[src/rtl/connection_scheduler.sv]
// rtl/connection_scheduler.sv - round-robin TX sequencing, busy timeout and RX drain in front of connection_module
module connection_scheduler #(
    parameter int                   DATA_WIDTH   = 8,
    parameter int                   REG_WIDTH    = 8,
    parameter logic [REG_WIDTH-1:0] PRESCALE_RST = 8'd4,
    parameter int                   BUSY_TIMEOUT = 16
) (
    input  logic                  clk_i,
    input  logic                  reset_i,
    input  logic [1:0]            req_i,
    input  logic [DATA_WIDTH-1:0] req_data0_i,
    input  logic [DATA_WIDTH-1:0] req_data1_i,
    output logic [1:0]            gnt_o,
    output logic                  tx_err_o,
    input  logic                  err_clr_i,
    output logic [DATA_WIDTH-1:0] rx_data_o,
    output logic                  rx_valid_o,
    input  logic                  rx_ready_i,
    input  logic                  cfg_we_i,
    input  logic [REG_WIDTH-1:0]  cfg_prescale_i,
    output logic [REG_WIDTH-1:0]  cmd_reg_o,
    output logic [DATA_WIDTH-1:0] data_o,
    output logic [REG_WIDTH-1:0]  pre_reg_o,
    input  logic [REG_WIDTH-1:0]  status_reg_i,
    input  logic [DATA_WIDTH-1:0] data_i
);

    typedef enum logic [1:0] {IDLE, START, WAIT_BUSY, WAIT_DONE} tx_state_t;
    typedef enum logic {R_IDLE, R_CLR} rx_state_t;

    localparam int CW = $clog2(BUSY_TIMEOUT + 1);

    tx_state_t             r_tx_state, w_tx_next;
    rx_state_t             r_rx_state, w_rx_next;
    logic                  r_ptr;
    logic [CW-1:0]         r_cnt;
    logic                  r_pend_vld;
    logic [REG_WIDTH-1:0]  r_pend;
    logic                  r_rdy_m, r_rdy_s;
    logic [1:0]            r_gnt;
    logic                  r_err, r_start, r_clr, r_rx_valid;
    logic [DATA_WIDTH-1:0] r_data, r_rx_data;
    logic [REG_WIDTH-1:0]  r_pre;

    logic w_grant, w_sel, w_timeout, w_apply, w_capture;
    logic w_unused_status;

    assign w_unused_status = ^status_reg_i[REG_WIDTH-1:2];

    // A pending prescaler write takes the first IDLE cycle, so no grant happens then.
    always_comb begin
        w_tx_next = r_tx_state;
        w_grant   = 1'b0;
        w_sel     = r_ptr;
        w_timeout = 1'b0;
        w_apply   = 1'b0;
        case (r_tx_state)
            IDLE: begin
                w_apply = r_pend_vld;
                if (!r_pend_vld && (req_i != 2'b00) && !status_reg_i[0]) begin
                    w_grant   = 1'b1;
                    w_sel     = req_i[r_ptr] ? r_ptr : ~r_ptr;
                    w_tx_next = START;
                end
            end
            START:     w_tx_next = WAIT_BUSY;
            WAIT_BUSY: begin
                if (status_reg_i[0]) begin
                    w_tx_next = WAIT_DONE;
                end else if (r_cnt == CW'(BUSY_TIMEOUT - 1)) begin
                    w_timeout = 1'b1;
                    w_tx_next = IDLE;
                end
            end
            WAIT_DONE: if (!status_reg_i[0]) w_tx_next = IDLE;
            default:   w_tx_next = IDLE;
        endcase
    end

    always_comb begin
        w_rx_next = r_rx_state;
        w_capture = 1'b0;
        case (r_rx_state)
            R_IDLE: begin
                if (r_rdy_s && !r_rx_valid) begin
                    w_capture = 1'b1;
                    w_rx_next = R_CLR;
                end
            end
            R_CLR:   if (!r_rdy_s) w_rx_next = R_IDLE;
            default: w_rx_next = R_IDLE;
        endcase
    end

    always_ff @(posedge clk_i or posedge reset_i) begin
        if (reset_i) begin
            r_tx_state <= IDLE;
            r_rx_state <= R_IDLE;
            r_ptr      <= 1'b0;
            r_cnt      <= '0;
            r_pend_vld <= 1'b0;
            r_pend     <= '0;
            r_rdy_m    <= 1'b0;
            r_rdy_s    <= 1'b0;
            r_gnt      <= 2'b00;
            r_err      <= 1'b0;
            r_start    <= 1'b0;
            r_clr      <= 1'b0;
            r_rx_valid <= 1'b0;
            r_data     <= '0;
            r_rx_data  <= '0;
            r_pre      <= PRESCALE_RST;
        end else begin
            r_tx_state <= w_tx_next;
            r_rx_state <= w_rx_next;
            r_gnt      <= 2'b00;
            r_start    <= w_grant;
            r_clr      <= w_capture;
            if (w_grant) begin
                r_gnt  <= w_sel ? 2'b10 : 2'b01;
                r_data <= w_sel ? req_data1_i : req_data0_i;
                r_ptr  <= ~w_sel;
            end
            if (r_tx_state == START) begin
                r_cnt <= '0;
            end else if (r_tx_state == WAIT_BUSY) begin
                r_cnt <= r_cnt + 1'b1;
            end
            if (w_timeout) begin
                r_err <= 1'b1;
            end else if (err_clr_i) begin
                r_err <= 1'b0;
            end
            if (cfg_we_i) begin
                if (r_tx_state == IDLE) begin
                    r_pre      <= cfg_prescale_i;
                    r_pend_vld <= 1'b0;
                end else begin
                    r_pend     <= cfg_prescale_i;
                    r_pend_vld <= 1'b1;
                end
            end else if (w_apply) begin
                r_pre      <= r_pend;
                r_pend_vld <= 1'b0;
            end
            // Data-ready is raised asynchronously by connection_module.
            r_rdy_m <= status_reg_i[1];
            r_rdy_s <= r_rdy_m;
            if (w_capture) begin
                r_rx_data  <= data_i;
                r_rx_valid <= 1'b1;
            end else if (r_rx_valid && rx_ready_i) begin
                r_rx_valid <= 1'b0;
            end
        end
    end

    assign gnt_o      = r_gnt;
    assign tx_err_o   = r_err;
    assign rx_data_o  = r_rx_data;
    assign rx_valid_o = r_rx_valid;
    assign cmd_reg_o  = {{(REG_WIDTH-2){1'b0}}, r_clr, r_start};
    assign data_o     = r_data;
    assign pre_reg_o  = r_pre;

endmodule
[config.mk]
export PLATFORM = sky130hd
export DESIGN_NAME = connection_scheduler
export DESIGN_NICKNAME = d
export VERILOG_FILES = /design/src/rtl/connection_scheduler.sv
export SDC_FILE = /design/constraint.sdc
export NUM_CORES = 1
export LEC_CHECK = 0
export CORE_ASPECT_RATIO = 2
export CORE_UTILIZATION = 40
export DETAILED_ROUTE_END_ITERATION = 7
export PLACE_DENSITY = 0.76
export SYNTH_ARGS = -nofsm -noshare
export SYNTH_HDL_FRONTEND = slang
export SYNTH_SLANG_ARGS = --single-unit
[constraint.sdc]
create_clock -name clk_i -period 1.75 [get_ports clk_i]
set_clock_uncertainty 0.15 [all_clocks]
set_input_delay 0.525 -clock clk_i [delete_from_list [all_inputs] [get_ports clk_i]]
set_output_delay 0.525 -clock clk_i [all_outputs]
set_load 0.01 [all_outputs]
; ---- Word-level counts from Yosys, hierarchy flattened
; Cells that the tools add are included.
[word_totals]
out_inout_bits = 36
register_bits = 50
[classes]
reduce_logical = 16
eq_ne = 8
magnitude_cmp = 1
n_mux = 35
add_sub_neg = 1
n_bitwise = 4
[ops]
columns = operator, n
row1 = $mux W8, 4
row2 = $mux W1, 21
row3 = $mux W2, 6
row4 = $mux W5, 2
row5 = $reduce_bool A2 Y1, 5
row6 = $pmux W2 S4, 1
row7 = $add A5 B1 Y5 const B, 1
row8 = $eq A5 B4 Y1 const B, 1
row9 = $eq A2 B2 Y1 const B, 2
row10 = $logic_and A1 B1 Y1, 4
row11 = $ne A2 B2 Y1 const B, 2
row12 = $not A1 Y1, 4
row13 = $reduce_and A2 Y1, 2
row14 = $logic_not A1 Y1, 3
row15 = $ne A3 B3 Y1 const B, 1
row16 = $reduce_and A3 Y1, 1
row17 = $eq A2 B1 Y1 const B, 1
row18 = $logic_not A2 Y1, 1
row19 = $lt A1 B2 Y1 const B, 1
row20 = $ne A2 B1 Y1 const B, 1
row21 = $pmux W1 S2, 1

; ---- Longest topological paths before layout
; Gate-level depths: netlist (run 1).
[depth]
word_depth = 7
depth_mapped = 7

; ---- Least setup slack after synthesis (run 1)
; Ideal clock, no wire load.
[synth_timing]
kind = reg-to-reg
from = reg r_cnt[0]
to = reg r_tx_state[1]
slack_ps = 69
path_stages_with_launch = 8
setup_ps = 133
arrival_ps = 1399
synth_period_minus_slack_ps = 1681
required_time_ps = 1467
n_path_buf = 0
path_cell_list = dfrtp_1 ha_1 and3_1 ha_1 nor2b_1 mux2i_1 a31oi_1 a31oi_1
[synth_via]
elab_chain_cells = 3
[synth_rtl]
columns = item, line
row1 = start: declaration, 36  ; logic [CW-1:0] r_cnt;
row2 = start signal: assignment, 127  ; r_cnt <= r_cnt + 1'b1;
row3 = $eq A5 B4 Y1, 70  ; end else if (r_cnt == CW'(BUSY_TIMEOUT - 1)) begin
row4 = $ne A3 B3 Y1 (no source line), n/a
row5 = $reduce_and A3 Y1 (no source line), n/a
row6 = end signal: assignment, 114  ; r_tx_state <= w_tx_next;
row7 = end: declaration, 33  ; tx_state_t r_tx_state, w_tx_next;
; Every way passes these cells.
; A chain may end at the register's enable or synchronous reset.

; ---- Worst setup path after layout (run 1)
[layout_timing]
from = in status_reg_i[0]
to = reg r_tx_state[1]
[layout_via]
elab_chain_cells = 4
[layout_rtl]
columns = item, line
row1 = start: declaration, 24  ; input logic [REG_WIDTH-1:0] status_reg_i,
row2 = $logic_not A1 Y1, n/a
row3 = $logic_and A1 B1 Y1, 60  ; if (!r_pend_vld && (req_i != 2'b00) && !status_reg_i[0]) begin
row4 = $ne A2 B2 Y1 (no source line), n/a
row5 = $reduce_and A3 Y1 (no source line), n/a
; Several ways; a longest one is shown, not always the timed one.

==> results of run 1 <==
-- worst reg2reg max path, cell delays in order, from the launching register on --
cell and delay (ns):
dfrtp_1 0.39, ha_2 0.20, and3_1 0.19, ha_2 0.20, nor2b_4 0.14, mux2i_4 0.08, a31oi_1 0.14, a31oi_1 0.06
-- stage by stage --
stage / instance area (um2) / instances / hold slack [ns] / total power, uW / TNS [ns]
3_3_place_gp: 3177 / 338 / 0.1833 / 3986 / -5.502
2_1_floorplan: 2296 / 198 / 0.1812 / 3035 / 0
3_5_place_dp: 3177 / 338 / 0.1902 / 4053 / -5.763
4_1_cts: 3269 / 348 / 0.2175 / 4713 / 0
6_report: 3301 / 350 / 0.2151 / 4734 / 0
5_1_grt: 3301 / 350 / 0.2180 / 5081 / -0.02234
-- area by class of cell --
cell class,instances,area share (%)
clock buffer,6,2.199
inverter,11,1.365
tap,60,2.274
multi-input combinational,122,27.75
timing repair buffer,99,27.33
sequential,50,37.95
clock inverter,2,1.137
-- cells in the final DEF (no fill, tap or decap), types with 5 or more instances in the layout --
master            n
clkbuf_8          5
o21ai_1           8
buf_4            27
nand2_1          21
a21oi_1           5
inv_1             8
dfrtp_1          49
nand3b_1          5
dlygate4sd2_1    29
a22o_1           12
mux2i_1           8
clkdlybuf4s50_1  40
conb_1            6
mux2_1           13
-- what timing repair did --
action | 4_1_cts | 5_1_grt
gates cloned | 0 | 0
setup buffers | 2 | 2
pin swaps | 1 | 0
endpoints found under the setup margin | 32 | 8
gates resized for setup | 33 | 6
hold endpoints to repair | 0 | 0
-- sequential cells by signal, summed over array words and instances (netlist names) --
name / count
r_rdy_m: 1
r_tx_state: 2
r_start: 1
pre_reg_o: 8
r_pend_vld: 1
gnt_o: 2
r_clr: 1
tx_err_o: 1
data_o: 8
rx_data_o: 8
r_rx_state: 1
r_cnt: 5
r_rdy_s: 1
r_pend: 8
rx_valid_o: 1
r_ptr: 1
-- metal layers --
metal	wire length, um	track usage, %	vias to the layer above
met4	96	8.571	0
met5	0	0	-
li1	-	-	838
met1	1681	16.40	857
met2	2674	30.29	50
met3	167	2.966	8
-- cells by family after synthesis --
logic type      count (synthesis)  synth area share (%)
compound gates                 41                 12.71
fa+ha+maj                       6                 3.302
buf+inv                        26                 6.549
flops                          50                 55.09
mux                            25                 11.89
other cells                     1                0.1649
simple gates                   44                 10.29
-- worst paths after layout --
check,from,end,depth (start not counted)
max,status_reg_i[0],r_tx_state[1]$_DFFE_PP0P_,5
min,r_rdy_m$_DFF_PP0_,r_rdy_s$_DFF_PP0_,0
max reg2reg,r_cnt[0]$_DFFE_PP0P_,r_tx_state[1]$_DFFE_PP0P_,7
min reg2reg,r_rdy_m$_DFF_PP0_,r_rdy_s$_DFF_PP0_,0
max in group asynchronous,reset_i,pre_reg_o[2]$_DFFE_PP1P_,3
min in group asynchronous,reset_i,r_rdy_m$_DFF_PP0_,2
-- power groups by stage --
stage / clock network, uW / logic [uW] / registers [uW]
6_report: 799 / 2070 / 1860
5_1_grt: 874 / 2290 / 1920
4_1_cts: 825 / 2030 / 1860
3_5_place_dp: 0 / 2160 / 1890
3_3_place_gp: 0 / 2110 / 1880
2_1_floorplan: 0 / 1090 / 1950
==> flow_metrics.env, run 1 <==
export IMPL_pwr_share_comb_pct=43.8
export IMPL_die_w_um=55.31
export IMPL_diodes=0
export IMPL_drtAntennaViolNets=0
export IMPL_row_count=38
export IMPL_path_class="in2reg"
export IMPL_async_flop_share_pct=100.0
export IMPL_yosys_register_bits=50
export IMPL_syn_area_per_cell_um2=11.78
export IMPL_ff_latch_area_um2=1252
export IMPL_cp_num_buf_inv=2
export IMPL_dp_slack_ns=-0.2426
export IMPL_layout_min_cycle_time_ns=1.691
export IMPL_cts_buffer_depth=2
export IMPL_yosysSeqAreaShare_pct=55.09
export IMPL_yosysTopAreaCell="dfrtp_1"
export IMPL_finalWeightedCongestion=0.7124
export IMPL_crit_path_end_kind="register"
export IMPL_finalWorstSetupSlack_ns=0.05899
export IMPL_critPathRequiredTime_ns=1.83
export IMPL_multi_input_area_um2=915.9
export IMPL_cp_start_kind="input port"
export IMPL_power_density_nw_per_um2=1434
export IMPL_min_path_type="reg2reg"
export IMPL_synth_area_top_cells="dfrtp_1 (54%), mux2_1 (6.4%), a22o_1 (4.6%), mux2i_1 (4.0%), buf_4 (3.6%)"
export IMPL_finalWirelength_um=4619
export IMPL_yosysMostFrequentCell="dfrtp_1"
export IMPL_switchingPower_uw=1580
export IMPL_power_clock_fraction_pct=16.9
export IMPL_synth_edff_count=0
export IMPL_die_y_um=108.6
export IMPL_synth_area_um2=2273
export IMPL_rrSetupSlack_ns=0.09
export IMPL_start_util_pct=41.58
export IMPL_dieArea_um2=6008
export IMPL_synth_cells=193
export IMPL_clock_sinks=50
export IMPL_nets=342
export IMPL_arrival_ns=1.77
export IMPL_first_pass_iters=4
export IMPL_power_leakage_uw=0.001591
export IMPL_via_per_inst=5.009
export IMPL_cp_slowest_cell="clkdlybuf4s50_1"
export IMPL_cpMostUsedCell="a31oi_1"
export IMPL_first_global_vias=1726
export IMPL_grt_max_degree=20
export IMPL_synth_common_cells="dfrtp_1 (49), nand2_1 (21), mux2_1 (13)"
export IMPL_clk_pin_slew_ns=0.09
export IMPL_p_seq_share_pct=39.3
export IMPL_fmax_mhz=591.4
export IMPL_worstPathCellList="clkdlybuf4s50_1 -> buf_4 -> o31ai_2 -> a31oi_1 -> a31oi_1"
export IMPL_htree_levels=2
export IMPL_path_max_fanout=4
export IMPL_p_int_uw=3154
export IMPL_max_stage_delay_ns=0.46
export IMPL_ir_drop_v=0.0007705
export IMPL_drt_initial_drc_count=51
export IMPL_synth_top_area_share_pct=53.94
export IMPL_synthToLayoutAreaGrowth_pct=45.18
export IMPL_utilization_pct=60.37
export IMPL_drive_above_1_share_pct=18.97
export IMPL_yosys_warnings=0
export IMPL_cts_tree="built"
export IMPL_hold_viol_final=0
export IMPL_ctsHoldBuffers=0
export IMPL_setup_violations=0
export IMPL_numCtsBuffers=5
export IMPL_drv_slew=0
export IMPL_antenna_found_initial=0
export IMPL_dp_hpwl_um=3617
export IMPL_grt_overflow=0
export IMPL_pin_count=83
export IMPL_routedWlPerCell_um=13.20
export IMPL_status="finished, final reports clean"
export IMPL_ys_types=35
export IMPL_via_count=1753
export IMPL_remaining_drc_errors=0
export IMPL_grt_usage_pct=16.05
export IMPL_grt_first_pass_wirelength_um=7555
export IMPL_crit_family="buffers and inverters"
export IMPL_swShare_pct=33.38
export IMPL_core_um2=5468
export IMPL_port_buffers=70
export IMPL_finalCritPeriodShare_pct=96.63
export IMPL_root_buffer="clkbuf_8"
export IMPL_drv_cap=0
export IMPL_synthFlopType="dfrtp_1"
export IMPL_clkLatencyLatePin_ns=0.30
export IMPL_fill_cells=462
Note: power is estimated with default switching activity, not from simulation.
==> inputs of run 2 (changes only) <==
--- a/config.mk
+++ b/config.mk
@@ -5,10 +5,12 @@
 export SDC_FILE = /design/constraint.sdc
 export NUM_CORES = 1
 export LEC_CHECK = 0
+export CELL_PAD_IN_SITES_DETAIL_PLACEMENT = 1
+export CELL_PAD_IN_SITES_GLOBAL_PLACEMENT = 1
 export CORE_ASPECT_RATIO = 2
-export CORE_UTILIZATION = 40
+export CORE_UTILIZATION = 31
 export DETAILED_ROUTE_END_ITERATION = 7
-export PLACE_DENSITY = 0.76
+export PLACE_DENSITY_LB_ADDON = 0.1
 export SYNTH_ARGS = -nofsm -noshare
 export SYNTH_HDL_FRONTEND = slang
 export SYNTH_SLANG_ARGS = --single-unit
==> constraint.sdc (replaced) <==
create_clock -name clk_i -period 1.48 [get_ports clk_i]
set_clock_uncertainty 0.15 [all_clocks]
set_input_delay 0.444 -clock clk_i [delete_from_list [all_inputs] [get_ports clk_i]]
set_output_delay 0.444 -clock clk_i [all_outputs]
set_load 0.01 [all_outputs]
==> run 2 against run 1 <==
Net effect:
- the flow now finishes with violations (setup timing)
- die area increased by 28%
- design area increased by 8.8%
- total power increased by 41%
- worst setup slack got worse by 0.16 ns
- sequential share of layout area decreased by 3.1 points
- clock-buffer cell count decreased by 1
- first-iteration DRC count decreased by 18%
- register-to-register slack got worse by 0.19 ns
==> flow_metrics.env, run 2 (synthesized netlist as in run 1, its figures left out) <==
export IMPL_routed_top_layer="met4"
export IMPL_place_area_um2=3283
export IMPL_totalNegativeSetupSlack_ns=-0.2564
export IMPL_drv_cap=0
export IMPL_power_density_nw_per_um2=1861
export IMPL_first_pass_iters=4
export IMPL_arrival_ns=1.60
export IMPL_drtAntennaViolNets=0
export IMPL_finalCritPeriodShare_pct=106.9
export IMPL_diodes=0
export IMPL_cpMostUsedCell="a31oi_1"
export IMPL_ctsHoldBuffers=0
export IMPL_die_w_um=62.56
export IMPL_min_path_cells=0
export IMPL_wl_met1_um=2181
export IMPL_htree_levels=2
export IMPL_drive_above_1_share_pct=41.67
export IMPL_fin_area_um2=3592
export IMPL_p_seq_share_pct=33.7
export IMPL_drv_slew=0
export IMPL_grt_max_degree=30
export IMPL_grt_first_pass_wirelength_um=9390
export IMPL_p_int_uw=4464
export IMPL_finalWirelength_um=5999
export IMPL_core_um2=6994
export IMPL_port_buffers=70
export IMPL_via_per_inst=4.569
export IMPL_path_class="reg2reg"
export IMPL_first_global_vias=1905
export IMPL_status="finished with violations"
export IMPL_grt_overflow=0
export IMPL_worstPathCellList="ha_2 -> and3_4 -> ha_4 -> nor2b_4 -> mux2i_4 -> a31oi_1 -> a31oi_1"
export IMPL_clkLatencyLatePin_ns=0.29
export IMPL_dp_slack_ns=-0.5089
export IMPL_nets=352
export IMPL_cts_tree="built"
export IMPL_crit_family="flip-flops"
export IMPL_clock_sinks=50
export IMPL_max_stage_delay_ns=0.38
export IMPL_wl_met3_um=195
export IMPL_setup_violations=3
export IMPL_root_buffer="clkbuf_16"
export IMPL_power_leakage_uw=0.001736
export IMPL_remaining_drc_errors=0
export IMPL_drt_initial_drc_count=42
export IMPL_hold_viol_final=0
export IMPL_cp_num_buf_inv=0
export IMPL_crit_path_end_kind="register"
export IMPL_dieArea_um2=7701
export IMPL_via_count=1782
export IMPL_dp_hpwl_um=4380
export IMPL_synthToLayoutAreaGrowth_pct=58.01
export IMPL_min_path_type="reg2reg"
export IMPL_numCtsBuffers=5
export IMPL_cp_slowest_cell="dfrtp_1"
export IMPL_final_cell_mix="dfrtp_1 (49), clkdlybuf4s50_1 (36), buf_4 (29), buf_2 (28), nand2_1 (14)"
export IMPL_pwr_share_comb_pct=46.3
export IMPL_path_max_fanout=3
export IMPL_pin_count=83
export IMPL_clk_pin_slew_ns=0.07
export IMPL_wl_met2_um=3509
export IMPL_die_y_um=123.1
export IMPL_row_count=43
export IMPL_ir_drop_v=0.0009629
export IMPL_violations="setup timing"
export IMPL_cp_start_kind="register"
export IMPL_antenna_found_initial=0
export IMPL_power_uw=6684
export IMPL_critPathRequiredTime_ns=1.50
export IMPL_reg2reg_depth=7
export IMPL_final_common_cell="dfrtp_1"
export IMPL_finalWorstSetupSlack_ns=-0.1015
export IMPL_cts_buffer_depth=2
export IMPL_fmax_mhz=632.3
export IMPL_swShare_pct=33.22
export IMPL_routedWlPerCell_um=15.38
export IMPL_path_depth=7
export IMPL_start_util_pct=32.50
export IMPL_finalWeightedCongestion=0.7622
export IMPL_rsz0062_at_grt="true"
export IMPL_switchingPower_uw=2220
export IMPL_power_clock_fraction_pct=20.0
export IMPL_grt_usage_pct=16.15
export IMPL_layout_min_cycle_time_ns=1.581
## run 2: cell count changes in the layout (fill, tap and decap cells not counted), sizes merged
cell,before,now
buf,30,68
dlygate4sd2,29,4
clkdlybuf4s50,40,36
clkinv,0,1
clkinvlp,2,1
inv,10,11
## run 2: power by group through the flow
stage	sequential, uW	combinational, uW	clock (uW)
5_1_grt	2330	3390	1440
3_3_place_gp	2210	2740	0
2_1_floorplan	2310	1350	0
4_1_cts	2220	2780	1380
6_report	2260	3090	1340
3_5_place_dp	2240	2800	0
## run 2: final cells by class
class	count	area, um2
Clock inverter	3	47.55
Inverter	11	45.04
Clock buffer	5	125.1
Timing Repair Buffer	109	937.1
Sequential cell	50	1252
Tap cell	90	112.6
Fill cell	770	3402
Multi-Input combinational cell	122	1072
## run 2: stage by stage
step	utilization (%)	hold WS, ns	cells
global route	51.36	0.2143	390
floorplan	-	0.1812	198
global placement	46.94	0.1853	372
CTS	48.84	0.2104	386
finish	51.36	0.2053	390
detailed placement	46.94	0.1918	372
## run 2: timing repair
| item | CTS | global route |
|---|---|---|
| gates cloned | 1 | 1 |
| hold endpoints to repair | 0 | 0 |
| setup endpoints to repair | 67 | 30 |
| pin swaps | 5 | 15 |
| setup buffers | 5 | 3 |
| gates resized for setup | 135 | 38 |
## run 2: routing by layer
metal	global-route usage, %	vias up
li1	-	860
met1	16.58	873
met2	31.11	41
met3	3.137	8
met4	6.977	0
met5	0	-
## run 2: worst paths after layout
kind,start,endpoint,slack [ns]
worst max-delay path,r_cnt[0]$_DFFE_PP0P_,r_tx_state[1]$_DFFE_PP0P_,-0.10
worst min-delay path,r_rdy_m$_DFF_PP0_,r_rdy_s$_DFF_PP0_,0.21
worst max register to register,r_cnt[0]$_DFFE_PP0P_,r_tx_state[1]$_DFFE_PP0P_,-0.10
worst min register to register,r_rdy_m$_DFF_PP0_,r_rdy_s$_DFF_PP0_,0.21
max in group asynchronous,reset_i,pre_reg_o[2]$_DFFE_PP1P_,0.55
min in group asynchronous,reset_i,pre_reg_o[0]$_DFFE_PP0P_,0.42
==> inputs of run 3 (changes only) <==
--- a/config.mk
+++ b/config.mk
@@ -14,3 +14,4 @@
 export SYNTH_ARGS = -nofsm -noshare
 export SYNTH_HDL_FRONTEND = slang
 export SYNTH_SLANG_ARGS = --single-unit
+export TNS_END_PERCENT = 1
==> run 3 against run 2 <==
Net effect:
- the flow still finishes with violations (setup timing)
- first-iteration DRC count grew 45%
- design area down 3.6%
- sequential cell count unchanged
- global-route usage down 0.19 points
- hold slack improved by 0.0024 ns
- critical path depth did not move
- critical endpoint unchanged
- largest cell class unchanged
==> flow_metrics.env, run 3 (synthesized netlist as in run 1, its figures left out) <==
export IMPL_synthToLayoutAreaGrowth_pct=52.34
export IMPL_cp_start_kind="register"
export IMPL_dieArea_um2=7701
export IMPL_place_area_um2=3272
export IMPL_final_common_cell="dfrtp_1"
export IMPL_status="finished with violations"
export IMPL_cts_tree="built"
export IMPL_worstPathCellList="ha_2 -> and3_4 -> ha_4 -> nor2b_4 -> mux2i_4 -> a31oi_1 -> a31oi_1"
export IMPL_rsz0062_at_grt="true"
export IMPL_fin_area_um2=3463
export IMPL_finalWeightedCongestion=0.7599
export IMPL_holdWs_ns=0.2077
export IMPL_power_density_nw_per_um2=1819
export IMPL_power_leakage_uw=0.001649
export IMPL_grt_first_pass_wirelength_um=9328
export IMPL_finalWorstSetupSlack_ns=-0.1349
export IMPL_pin_count=83
export IMPL_clk_pin_slew_ns=0.07
export IMPL_cpMostUsedCell="a31oi_1"
export IMPL_first_global_vias=1961
export IMPL_antenna_found_initial=0
export IMPL_setup_violations=3
export IMPL_hold_viol_final=0
export IMPL_port_buffers=70
export IMPL_arrival_ns=1.64
export IMPL_dp_slack_ns=-0.5023
export IMPL_violations="setup timing"
export IMPL_layout_min_cycle_time_ns=1.615
export IMPL_die_y_um=123.1
export IMPL_die_w_um=62.56
export IMPL_nets=348
export IMPL_critPathRequiredTime_ns=1.50
export IMPL_via_per_inst=4.668
export IMPL_cts_buffer_depth=2
export IMPL_core_um2=6994
export IMPL_drt_initial_drc_count=61
export IMPL_drtAntennaViolNets=0
export IMPL_clock_sinks=50
export IMPL_remaining_drc_errors=0
export IMPL_drv_cap=0
export IMPL_htree_levels=2
export IMPL_start_util_pct=32.50
export IMPL_dp_hpwl_um=4351
export IMPL_cp_slowest_cell="dfrtp_1"
export IMPL_drive_above_1_share_pct=38.18
export IMPL_row_count=43
export IMPL_fmax_mhz=619.2
export IMPL_finalCritPeriodShare_pct=109.1
export IMPL_root_buffer="clkbuf_16"
export IMPL_ir_drop_v=0.0009108
export IMPL_numCtsBuffers=5
export IMPL_fill_cells=790
export IMPL_via_count=1802
export IMPL_diodes=0
export IMPL_path_max_fanout=3
export IMPL_grt_max_degree=26
export IMPL_min_path_type="reg2reg"
export IMPL_drv_slew=0
export IMPL_first_pass_iters=4
export IMPL_finalWirelength_um=5620
export IMPL_clkLatencyLatePin_ns=0.30
export IMPL_grt_usage_pct=15.96
export IMPL_grt_overflow=0
export IMPL_ctsHoldBuffers=0
export IMPL_final_cell_mix="dfrtp_1 (49), clkdlybuf4s50_1 (36), buf_2 (29), buf_4 (26), nand2_1 (14)"
export IMPL_max_stage_delay_ns=0.39
export IMPL_crit_path_end_kind="register"
export IMPL_path_class="reg2reg"
export IMPL_routedWlPerCell_um=14.56
## run 3: cell types whose count changed in the layout (fill, tap and decap cells not counted), sizes merged
cell and delta:
clkinvlp +1, bufinv -1, clkbuf -1, dlymetal6s2s +1, dlygate4sd2 -1, clkinv +1
buf -3, inv -1
## run 3: cell type report
class | instances | area, um2 | area share, %
clock buffers | 5 | 125.1 | 3.613
multi-input cells | 122 | 1020 | 29.44
flip-flops and latches | 50 | 1252 | 36.16
inverters | 11 | 45.04 | 1.301
clock inverters | 3 | 21.27 | 0.6142
repair buffers | 105 | 887.1 | 25.61
well taps | 90 | 112.6 | 3.251
## run 3: repair_timing
action | in CTS | in global routing
endpoints found under the hold margin | 0 | 0
gates resized for setup | 138 | 28
buffers inserted | 3 | 1
endpoints found under the setup margin | 59 | 40
pin swaps | 3 | 7
## run 3: final timing paths
kind,start,to,slack (ns),cells past startpoint
worst max register to register,r_cnt[1]$_DFFE_PP0P_,r_tx_state[1]$_DFFE_PP0P_,-0.13,7
worst min-delay path,r_rdy_m$_DFF_PP0_,r_rdy_s$_DFF_PP0_,0.21,0
min in group asynchronous,reset_i,r_rdy_m$_DFF_PP0_,0.40,3
max in group asynchronous,reset_i,pre_reg_o[2]$_DFFE_PP1P_,0.55,3
worst min register to register,r_rdy_m$_DFF_PP0_,r_rdy_s$_DFF_PP0_,0.21,0
worst max-delay path,r_cnt[1]$_DFFE_PP0P_,r_tx_state[1]$_DFFE_PP0P_,-0.13,7
## run 3: stage by stage
stage	util, %	TNS, ns	total power (uW)	cells
global route	49.52	-0.7274	6757	386
finish	49.52	-0.2975	6300	386
floorplan	-	-1.600	3589	198
detailed placement	46.78	-12.56	5022	374
global placement	46.78	-11.69	4909	374
CTS	48.25	-1.106	6190	385
## run 3: worst max-delay path: cells and delay by family, from the launching register on
kind | cells | cell delay [ns]
DFF | 1 | 0.39
adders and majority gates | 2 | 0.35
and+or+nand+nor | 2 | 0.32
AOI/OAI and AO/OA | 2 | 0.20
muxes | 1 | 0.09
## run 3: power by group
part / internal, uW / switching [uW]
sequential: 1900 / 317
clock: 626 / 521
combinational: 1620 / 1310
total: 4150 / 2150
## run 3: layer usage
layer	up-vias	share of wire, %	GRT usage [%]
met3	8	4.5	4.428
met4	0	2.4	7.994
li1	851	-	-
met5	-	0	0
met2	49	59	29.28
met1	894	34	16.36
